$ cat src/rtl/axis_sync_fifo.sv
// Single-clock AXI-Stream FIFO with first-word fall-through, fill/almost-full status
// and an optional store-and-forward packet mode.
module axis_sync_fifo #(
  parameter int DATA_WIDTH         = 32,
  parameter int DEPTH              = 16,
  parameter int PACKET_MODE        = 0,
  parameter int ALMOST_FULL_THRESH = DEPTH - 4
) (
  input  logic                       s_axis_aclk,
  input  logic                       s_axis_aresetn,
  input  logic [DATA_WIDTH-1:0]      s_axis_tdata,
  input  logic [DATA_WIDTH/8-1:0]    s_axis_tkeep,
  input  logic                       s_axis_tvalid,
  output logic                       s_axis_tready,
  input  logic                       s_axis_tlast,
  output logic [DATA_WIDTH-1:0]      m_axis_tdata,
  output logic [DATA_WIDTH/8-1:0]    m_axis_tkeep,
  output logic                       m_axis_tvalid,
  input  logic                       m_axis_tready,
  output logic                       m_axis_tlast,
  output logic [$clog2(DEPTH):0]     fill_level,
  output logic                       almost_full,
  output logic [$clog2(DEPTH):0]     pkt_count
);

  localparam int KEEP_W = DATA_WIDTH / 8;
  localparam int PTR_W  = $clog2(DEPTH);
  localparam int CNT_W  = PTR_W + 1;
  localparam int WORD_W = DATA_WIDTH + KEEP_W + 1;

  localparam logic [CNT_W-1:0] FULL_LVL = CNT_W'(DEPTH);
  localparam logic [CNT_W-1:0] AF_LVL   = CNT_W'(ALMOST_FULL_THRESH);

  logic [WORD_W-1:0] mem_q [DEPTH];

  logic [PTR_W-1:0] wr_ptr_q, wr_ptr_d;
  logic [PTR_W-1:0] rd_ptr_q, rd_ptr_d;
  logic [CNT_W-1:0] fill_q, fill_d;
  logic [CNT_W-1:0] pkt_q, pkt_d;

  logic not_empty;
  logic push, pop;
  logic push_last, pop_last;

  assign not_empty     = (fill_q != '0);
  assign s_axis_tready = (fill_q != FULL_LVL);

  generate
    if (PACKET_MODE != 0) begin : g_packet
      // Full override lets a packet longer than DEPTH cut through instead of deadlocking.
      assign m_axis_tvalid = not_empty && ((pkt_q != '0) || (fill_q == FULL_LVL));
    end else begin : g_stream
      assign m_axis_tvalid = not_empty;
    end
  endgenerate

  assign push      = s_axis_tvalid && s_axis_tready;
  assign pop       = m_axis_tvalid && m_axis_tready;
  assign push_last = push && s_axis_tlast;
  assign pop_last  = pop && m_axis_tlast;

  assign {m_axis_tlast, m_axis_tkeep, m_axis_tdata} = mem_q[rd_ptr_q];

  assign fill_level  = fill_q;
  assign pkt_count   = pkt_q;
  assign almost_full = (fill_q >= AF_LVL);

  always_comb begin
    wr_ptr_d = wr_ptr_q;
    rd_ptr_d = rd_ptr_q;
    fill_d   = fill_q;
    pkt_d    = pkt_q;
    if (push) begin
      wr_ptr_d = wr_ptr_q + PTR_W'(1);
    end
    if (pop) begin
      rd_ptr_d = rd_ptr_q + PTR_W'(1);
    end
    if (push && !pop) begin
      fill_d = fill_q + CNT_W'(1);
    end else if (pop && !push) begin
      fill_d = fill_q - CNT_W'(1);
    end
    if (push_last && !pop_last) begin
      pkt_d = pkt_q + CNT_W'(1);
    end else if (pop_last && !push_last) begin
      pkt_d = pkt_q - CNT_W'(1);
    end
  end

  always_ff @(posedge s_axis_aclk) begin
    if (!s_axis_aresetn) begin
      wr_ptr_q <= '0;
      rd_ptr_q <= '0;
      fill_q   <= '0;
      pkt_q    <= '0;
    end else begin
      wr_ptr_q <= wr_ptr_d;
      rd_ptr_q <= rd_ptr_d;
      fill_q   <= fill_d;
      pkt_q    <= pkt_d;
    end
  end

  // Storage carries no reset; stale words are unreachable once the pointers clear.
  always_ff @(posedge s_axis_aclk) begin
    if (push) begin
      mem_q[wr_ptr_q] <= {s_axis_tlast, s_axis_tkeep, s_axis_tdata};
    end
  end

endmodule

$ cat config.mk
export PLATFORM = sky130hd
export DESIGN_NAME = axis_sync_fifo
export DESIGN_NICKNAME = d
export VERILOG_FILES = /design/src/rtl/axis_sync_fifo.sv
export SDC_FILE = /design/constraint.sdc
export NUM_CORES = 1
export LEC_CHECK = 0
export BUFFER_PORTS_ARGS = -buffer_cell sky130_fd_sc_hd__buf_2
export CORE_ASPECT_RATIO = 1.25
export CORE_MARGIN = 2
export CORE_UTILIZATION = 40
export DETAILED_ROUTE_END_ITERATION = 16
export MAX_ROUTING_LAYER = met4
export PLACE_DENSITY = 0.68
export SYNTH_ARGS = -nofsm -noshare
export SYNTH_HDL_FRONTEND = slang
export SYNTH_SLANG_ARGS = --single-unit
$ cat constraint.sdc
create_clock -name s_axis_aclk -period 12 [get_ports s_axis_aclk]
set_input_delay 1.8 -clock s_axis_aclk [delete_from_list [all_inputs] [get_ports s_axis_aclk]]
set_output_delay 1.8 -clock s_axis_aclk [all_outputs]
set_load 0.005 [all_outputs]
==> metrics.txt, run 1 <==
number of pins with negative max-slew slack in the final report=0; H-tree Lvls=2; Num CTS Buffers=54; clock period minus final worst setup slack=5.741 ns; count of buffering cells on the critical path with inverters included=3; slowest stage cell on the critical path=sky130_fd_sc_hd__buf_4; kind of start point of the critical path=register; met3 Resource Use GR=0.02410; clock latency at the later pin of the worst-skew pair=0.58 ns; Setup Buffers After CTS=0; share of post-route cells with drive strength above 1=0.2986; total global-route track usage=0.1679; Layout Utilization=0.4568; First DRT Iteration DRCs=around 920; fraction of synthesis flops using an asynchronous set or reset pin=0; RSZ-0062 raised after global routing=no; number of top-level pins=91; placed cell area=24900 um2; post-placement cell count=1877; Setup Crit Path Kind=reg -> out; met2 global-route usage=0.2821; number of global-route vias before repair=11363; pre-CTS setup slack=6.712 ns; Post-DP HPWL=25100 um; fraction of the cycle the final worst path needs=0.4784; Pre-antenna DRT Iters=5; actual slew at the worst max-slew pin=1.069 ns; area overhead of the layout relative to synthesis=13.29%; critical path cell sequence=buf_4 > buf_4 > mux4_2 > a22oi_1 > nand2_1 > buf_2; clock root cell=sky130_fd_sc_hd__clkbuf_16; clock-pin slew of the registers on the worst-case setup and hold paths=0.06 ns; Yosys top cell by area=sky130_fd_sc_hd__edfxtp_1; total via count after detailed routing=between 10000 and 15000; total of buffers placed on input and output ports=90; maximum number of pins on one net before global-route repair=59; leakage power=roughly 8.4 nW; cell family with the largest share of critical-path delay=buffers and inverters; count of flip-flops with a built-in enable after synthesis=592; clock tree from TritonCTS=done; Antenna Violating Nets Remaining=0; CTS resizes=0; post-synthesis sequential area ratio=0.7760; max-cap violations=0; post-DR vias/cell=approximately 5.5; Sink Count=between 600 and 700; most frequent standard cell in the layout excluding fill and tap cells=sky130_fd_sc_hd__edfxtp_1; Die Wd=220.7 um; Cell Rows=just under 100; Peak VDD IR=around 0.13 mV; Overflow after GRT=0; Placer Congestion=0.7150; beginning of the worst hold path=pkt_count[4]$_SDFFE_PN0P_; f_max=between 150 and 200 MHz; Synth Cell Area=around 23000 um2; flop-to-flop setup slack=8.36 ns; Routed WL per cell=24.71 um; top_reg_cell synth=sky130_fd_sc_hd__edfxtp_1; most used cells in the layout excluding fill and tap cells=592 x sky130_fd_sc_hd__edfxtp_1, 148 x sky130_fd_sc_hd__mux4_2, 90 x sky130_fd_sc_hd__buf_2; hold buffer count at CTS=0; met1 track demand over resource=0.2174; detailed-route DRC error count=0; slowest stage delay, CP=around 0.88 ns; final total negative setup slack=0 ns; Placeable Area=58220 um2; Required @ worst endpoint=around 10 ns; final worst setup slack=approximately 6.3 ns; most used cell along the critical path=sky130_fd_sc_hd__buf_4; share of Yosys cell area claimed by the top area cell type=0.7573; run status=finished, final reports clean; post-route cell area=26600 um2; final number of hold-violating endpoints=0; kind of end point of the critical path=output pin; Synth Instances=1063; Hold Worst Slack=0.4765 ns; final net count=roughly 1200; Clock Path Buffers=3; mean area per synthesized cell=~22 um2; filler cell count in the final layout=4842; highest fanout seen on the critical path=52; first-pass GRT wire length=72560 um; Top Usage Layer GRT=met2; die area=between 60000 and 70000 um2; Chip Height=274.9 um; count of cell types in the netlist=40; Area contributors post-synth=sky130_fd_sc_hd__edfxtp_1 76%, sky130_fd_sc_hd__mux4_2 14%, sky130_fd_sc_hd__a22oi_1 2.3%, sky130_fd_sc_hd__dfxtp_1 1.9%, sky130_fd_sc_hd__nand2_1 0.82%; net count of the mapped netlist=1119; total power density per cell area=196.9 nW/um2; data arrival time at the worst-slack endpoint=3.94 ns; antenna violations before repair=2; post-detailed-routing wire length=48870 um; FF+latch count, synth=614; Setup Viol. Count Final=0; total design power=about 5.2 mW; worst slew margin relative to its limit=0.2834; final standard cell count with taps included and fillers excluded=1978; number of warnings reported in the yosys synthesis log=0; Hold/Removal Path Class=reg -> reg; worst clock skew on the final layout=0.01457 ns; initial standard-cell utilization of the core=0.4032
==> report_power, final <==
part | switching [mW] | total, mW | internal (mW)
sequential | 0.0748 | 2.51 | 2.44
combinational | 0.512 | 1.06 | 0.544
clock | 0.734 | 1.67 | 0.935
==> layout make-up <==
cell class | instances | area [um2] | area share
Sequential cell | 614 | 18230 | 0.6853
Multi-Input combinational cell | 384 | 5061 | 0.1903
Clock buffer | 67 | 1400 | 0.05264
Tap cell | 757 | 947.2 | 0.03561
Timing Repair Buffer | 115 | 638.1 | 0.02399
Clock inverter | 32 | 292.8 | 0.01101
Inverter | 7 | 26.28 | 0.0009880
Antenna cell | 2 | 5.005 | 0.0001882
==> cells by family (layout without fill, tap and decap cells) <==
family / Yosys count / in the layout / share of synthesized area
AOI/OAI and AO/OA: 93 / 93 / 0.03022
buffers and inverters: 65 / 221 / 0.01407
other: 0 / 2 / 0
DFF: 614 / 614 / 0.7760
adders and majority gates: 15 / 15 / 0.008635
and+or+nand+nor: 112 / 112 / 0.02265
muxes: 156 / 156 / 0.1454
xor gates and xnor gates: 8 / 8 / 0.002985
==> worst min-delay path: cells and delay by family (launching register included) <==
family / cells / cell delay (ns)
simple gates: 1 / 0.06
flops: 1 / 0.32
mux: 1 / 0.06
==> registers in the layout (all words and copies together), names as in the netlist, named ones only <==
register,flops
fill_level,5
mem_q,592
pkt_count,5
rd_ptr_q,4
wr_ptr_q,4
==> synth_stat cells (all sizes together) (2+ instances only) <==
library cell and n:
o211ai 2, a211oi 2, nand2 51, clkbuf 28, dfxtp 22, nor3 5, nor2 18, mux2i 8
buf 30, xnor2 7, nand4b 2, mux4 148, a22oi 72, nand2b 5, or4b 2, nand3 6
a21oi 5, ha 13, nor2b 7, a21o 2, inv 7, o21ai 4, edfxtp 592, o21a 3
and2 13, fa 2
==> worst paths after layout <==
path / end / cells past startpoint
max: m_axis_tkeep[3] / 6
min reg2reg: pkt_count[4]$_SDFFE_PN0P_ / 2
max reg2reg: pkt_count[3]$_SDFFE_PN0P_ / 11
min: pkt_count[4]$_SDFFE_PN0P_ / 2
==> layer usage <==
layer / wire length [um] / vias up
li1: - / 4681
met1: 20350 / 5851
met2: 25290 / 278
met3: 2461 / 57
met4: 768 / 0
met5: 0 / -
Note: power is estimated with default switching activity, not from simulation.
==> run 2, diff against run 1 <==
Clock period 12 ns to 5.6 ns, I/O delays scaled along.
==> run 2 against run 1 <==
Net effect: via count rose by 0.52%; final cell count is 0.25% higher; combinational power rose by 110%; worst setup slack got worse by 4.6 ns; critical path type unchanged; largest cell class unchanged; largest power group unchanged; highest routed layer unchanged.
==> metrics.txt, run 2 (same netlist as run 1, synthesis figures left out) <==
total global-route track usage=0.1700 (+0.002076); Cell Rows=99 (unchanged); kind of start point of the critical path=register; final total negative setup slack=0 ns (unchanged); number of pins with negative max-slew slack in the final report=0 (unchanged); RSZ-0062 raised after global routing=no; Post-DP HPWL=26990 um (+7.5%); highest fanout seen on the critical path=74 (+42%); slowest stage delay, CP=1.09 ns (+0.21 ns); f_max=253.3 MHz; Placer Congestion=0.7239 (+1.2%); Setup Viol. Count Final=0 (unchanged); post-DR vias/cell=5.508 (+0.26%); net switching fraction of the power=0.2557 (+0.003379); Placeable Area=58220 um2 (unchanged); hold buffer count at CTS=0 (unchanged); share of post-route cells with drive strength above 1=0.3017 (+0.003112); post-detailed-routing wire length=49310 um (+0.89%); Comb pwr share=0.201 (about the same); actual slew at the worst max-slew pin=1.181 ns (+0.1121 ns); register containing the most flip-flops in the final layout=mem_q; clock tree from TritonCTS=done; H-tree Lvls=2 (unchanged); initial standard-cell utilization of the core=0.4032 (unchanged); worst clock skew on the final layout=0.01851 ns (+0.003934 ns); filler cell count in the final layout=4789 (-1.1%); final standard cell count with taps included and fillers excluded=1983 (+0.25%); most used cells in the layout excluding fill and tap cells=592 x sky130_fd_sc_hd__edfxtp_1, 148 x sky130_fd_sc_hd__mux4_2, 90 x sky130_fd_sc_hd__buf_2; first-pass GRT wire length=73630 um (+1.5%); clock latency at the later pin of the worst-skew pair=0.59 ns (about the same); clock period minus final worst setup slack=3.948 ns; total power density per cell area=423.4 nW/um2 (+120%); Peak VDD IR=0.2538 mV (+100%); leakage power=8.406 nW (+0.67%); critical path cell sequence=buf_4 > mux4_2 > a22oi_1 > nand2_1 > buf_2; Setup Buffers After CTS=0 (unchanged); total design power=11.29 mW (+120%); clock-pin slew of the registers on the worst-case setup and hold paths=0.06 ns (about the same); Antenna Violating Nets Remaining=0 (unchanged); slowest stage cell on the critical path=sky130_fd_sc_hd__dfxtp_4; Routed WL per cell=24.87 um (+0.64%); Reg power frac=0.481 (about the same); Die Wd=220.7 um (unchanged); post-placement cell count=1882 (+0.27%); Hold/Removal Path Class=reg -> reg; Required @ worst endpoint=4.76 ns (-5.44 ns); number of global-route vias before repair=11561 (+1.7%); Num CTS Buffers=55 (+1.9%); total of buffers placed on input and output ports=90 (unchanged); most frequent standard cell in the layout excluding fill and tap cells=sky130_fd_sc_hd__edfxtp_1; Chip Height=274.9 um (unchanged); detailed-route DRC error count=0 (unchanged); Setup Crit Path Kind=reg -> out; CTS resizes=0 (unchanged); switching component of the power=2.888 mW (+120%); max-cap violations=0 (unchanged); Overflow after GRT=0 (unchanged); maximum number of pins on one net before global-route repair=75 (+27%); antenna violations before repair=2 (unchanged); run status=finished, final reports clean; kind of end point of the critical path=output pin; worst slew margin relative to its limit=0.2126 (-0.07085); clock root cell=sky130_fd_sc_hd__clkbuf_16; internal power=8.406 mW (+110%); Pre-antenna DRT Iters=5 (unchanged); area overhead of the layout relative to synthesis=13.63%; data arrival time at the worst-slack endpoint=3.11 ns (-0.83 ns); fraction of the cycle the final worst path needs=0.7050; max reg flops=592 (unchanged); final net count=1238 (+0.49%); total via count after detailed routing=10923 (+0.52%); Clock Path Buffers=3 (unchanged); First DRT Iteration DRCs=886 (-3.5%); clock network fraction of total power=0.319 (about the same); die area=60650 um2 (unchanged); Sink Count=614 (unchanged); number of top-level pins=91 (unchanged); final number of hold-violating endpoints=0 (unchanged)
[run 2: final cells by class]
cell class / count / area (um2) / share of cell area
Tap cell: 757 / 947.2 / 0.03551
Multi-Input combinational cell: 384 / 5061 / 0.1897
Inverter: 7 / 26.28 / 0.0009850
Clock buffer: 66 / 1418 / 0.05314
Timing Repair Buffer: 120 / 713.2 / 0.02674
Clock inverter: 32 / 277.8 / 0.01041
Antenna cell: 3 / 7.507 / 0.0002814
Sequential cell: 614 / 18230 / 0.6832
[run 2: worst max-delay path, delay by kind of cell (launching register included)]
kind,cells,cell delay (ns)
buffers and inverters,2,0.65
DFF,1,1.09
muxes,1,0.39
AOI/OAI and AO/OA,1,0.19
and+or+nand+nor,1,0.15
[run 2: metrics by stage]
stage / hold slack (ns) / util / cell area (um2) / worst slack, ns
2_1_floorplan: 0.4623 / - / 23480 / 1.284
6_report: 0.4749 / 0.4582 / 26680 / 1.652
3_5_place_dp: 0.4718 / 0.4289 / 24970 / 2.231
4_1_cts: 0.4816 / 0.4581 / 26670 / 1.544
3_3_place_gp: 0.4567 / 0.4289 / 24970 / 2.217
5_1_grt: 0.5119 / 0.4582 / 26670 / 1.494
[run 2: worst paths after layout]
path / endpoint / startpoint / depth (start not counted) / slack, ns
setup / recovery: m_axis_tdata[26] / register / 5 / 1.65
hold / removal: pkt_count[4]$_SDFFE_PN0P_ / pkt_count[4]$_SDFFE_PN0P_ / 2 / 0.47
setup reg to reg: pkt_count[3]$_SDFFE_PN0P_ / register / 11 / 2.35
hold reg to reg: pkt_count[4]$_SDFFE_PN0P_ / pkt_count[4]$_SDFFE_PN0P_ / 2 / 0.47
[run 2: per-layer routing]
metal,up-vias,share of wire,wire (um),global-route usage
li1,4701,-,-,-
met1,5837,0.42,20540,0.2246
met2,325,0.52,25400,0.2829
met3,60,0.050,2480,0.02001
met4,0,0.018,897,0.04105
met5,-,0,0,-
[run 2: power groups by stage]
| stage | Combinational [mW] | Sequential (mW) | Clock (mW) |
|---|---|---|---|
| after floorplan | 1.80 | 5.38 | 0 |
| after global placement | 2.29 | 5.52 | 0 |
| after detailed placement | 2.31 | 5.54 | 0 |
| after CTS | 2.33 | 5.44 | 3.66 |
| after global routing | 2.48 | 5.46 | 3.81 |
| final | 2.27 | 5.43 | 3.60 |
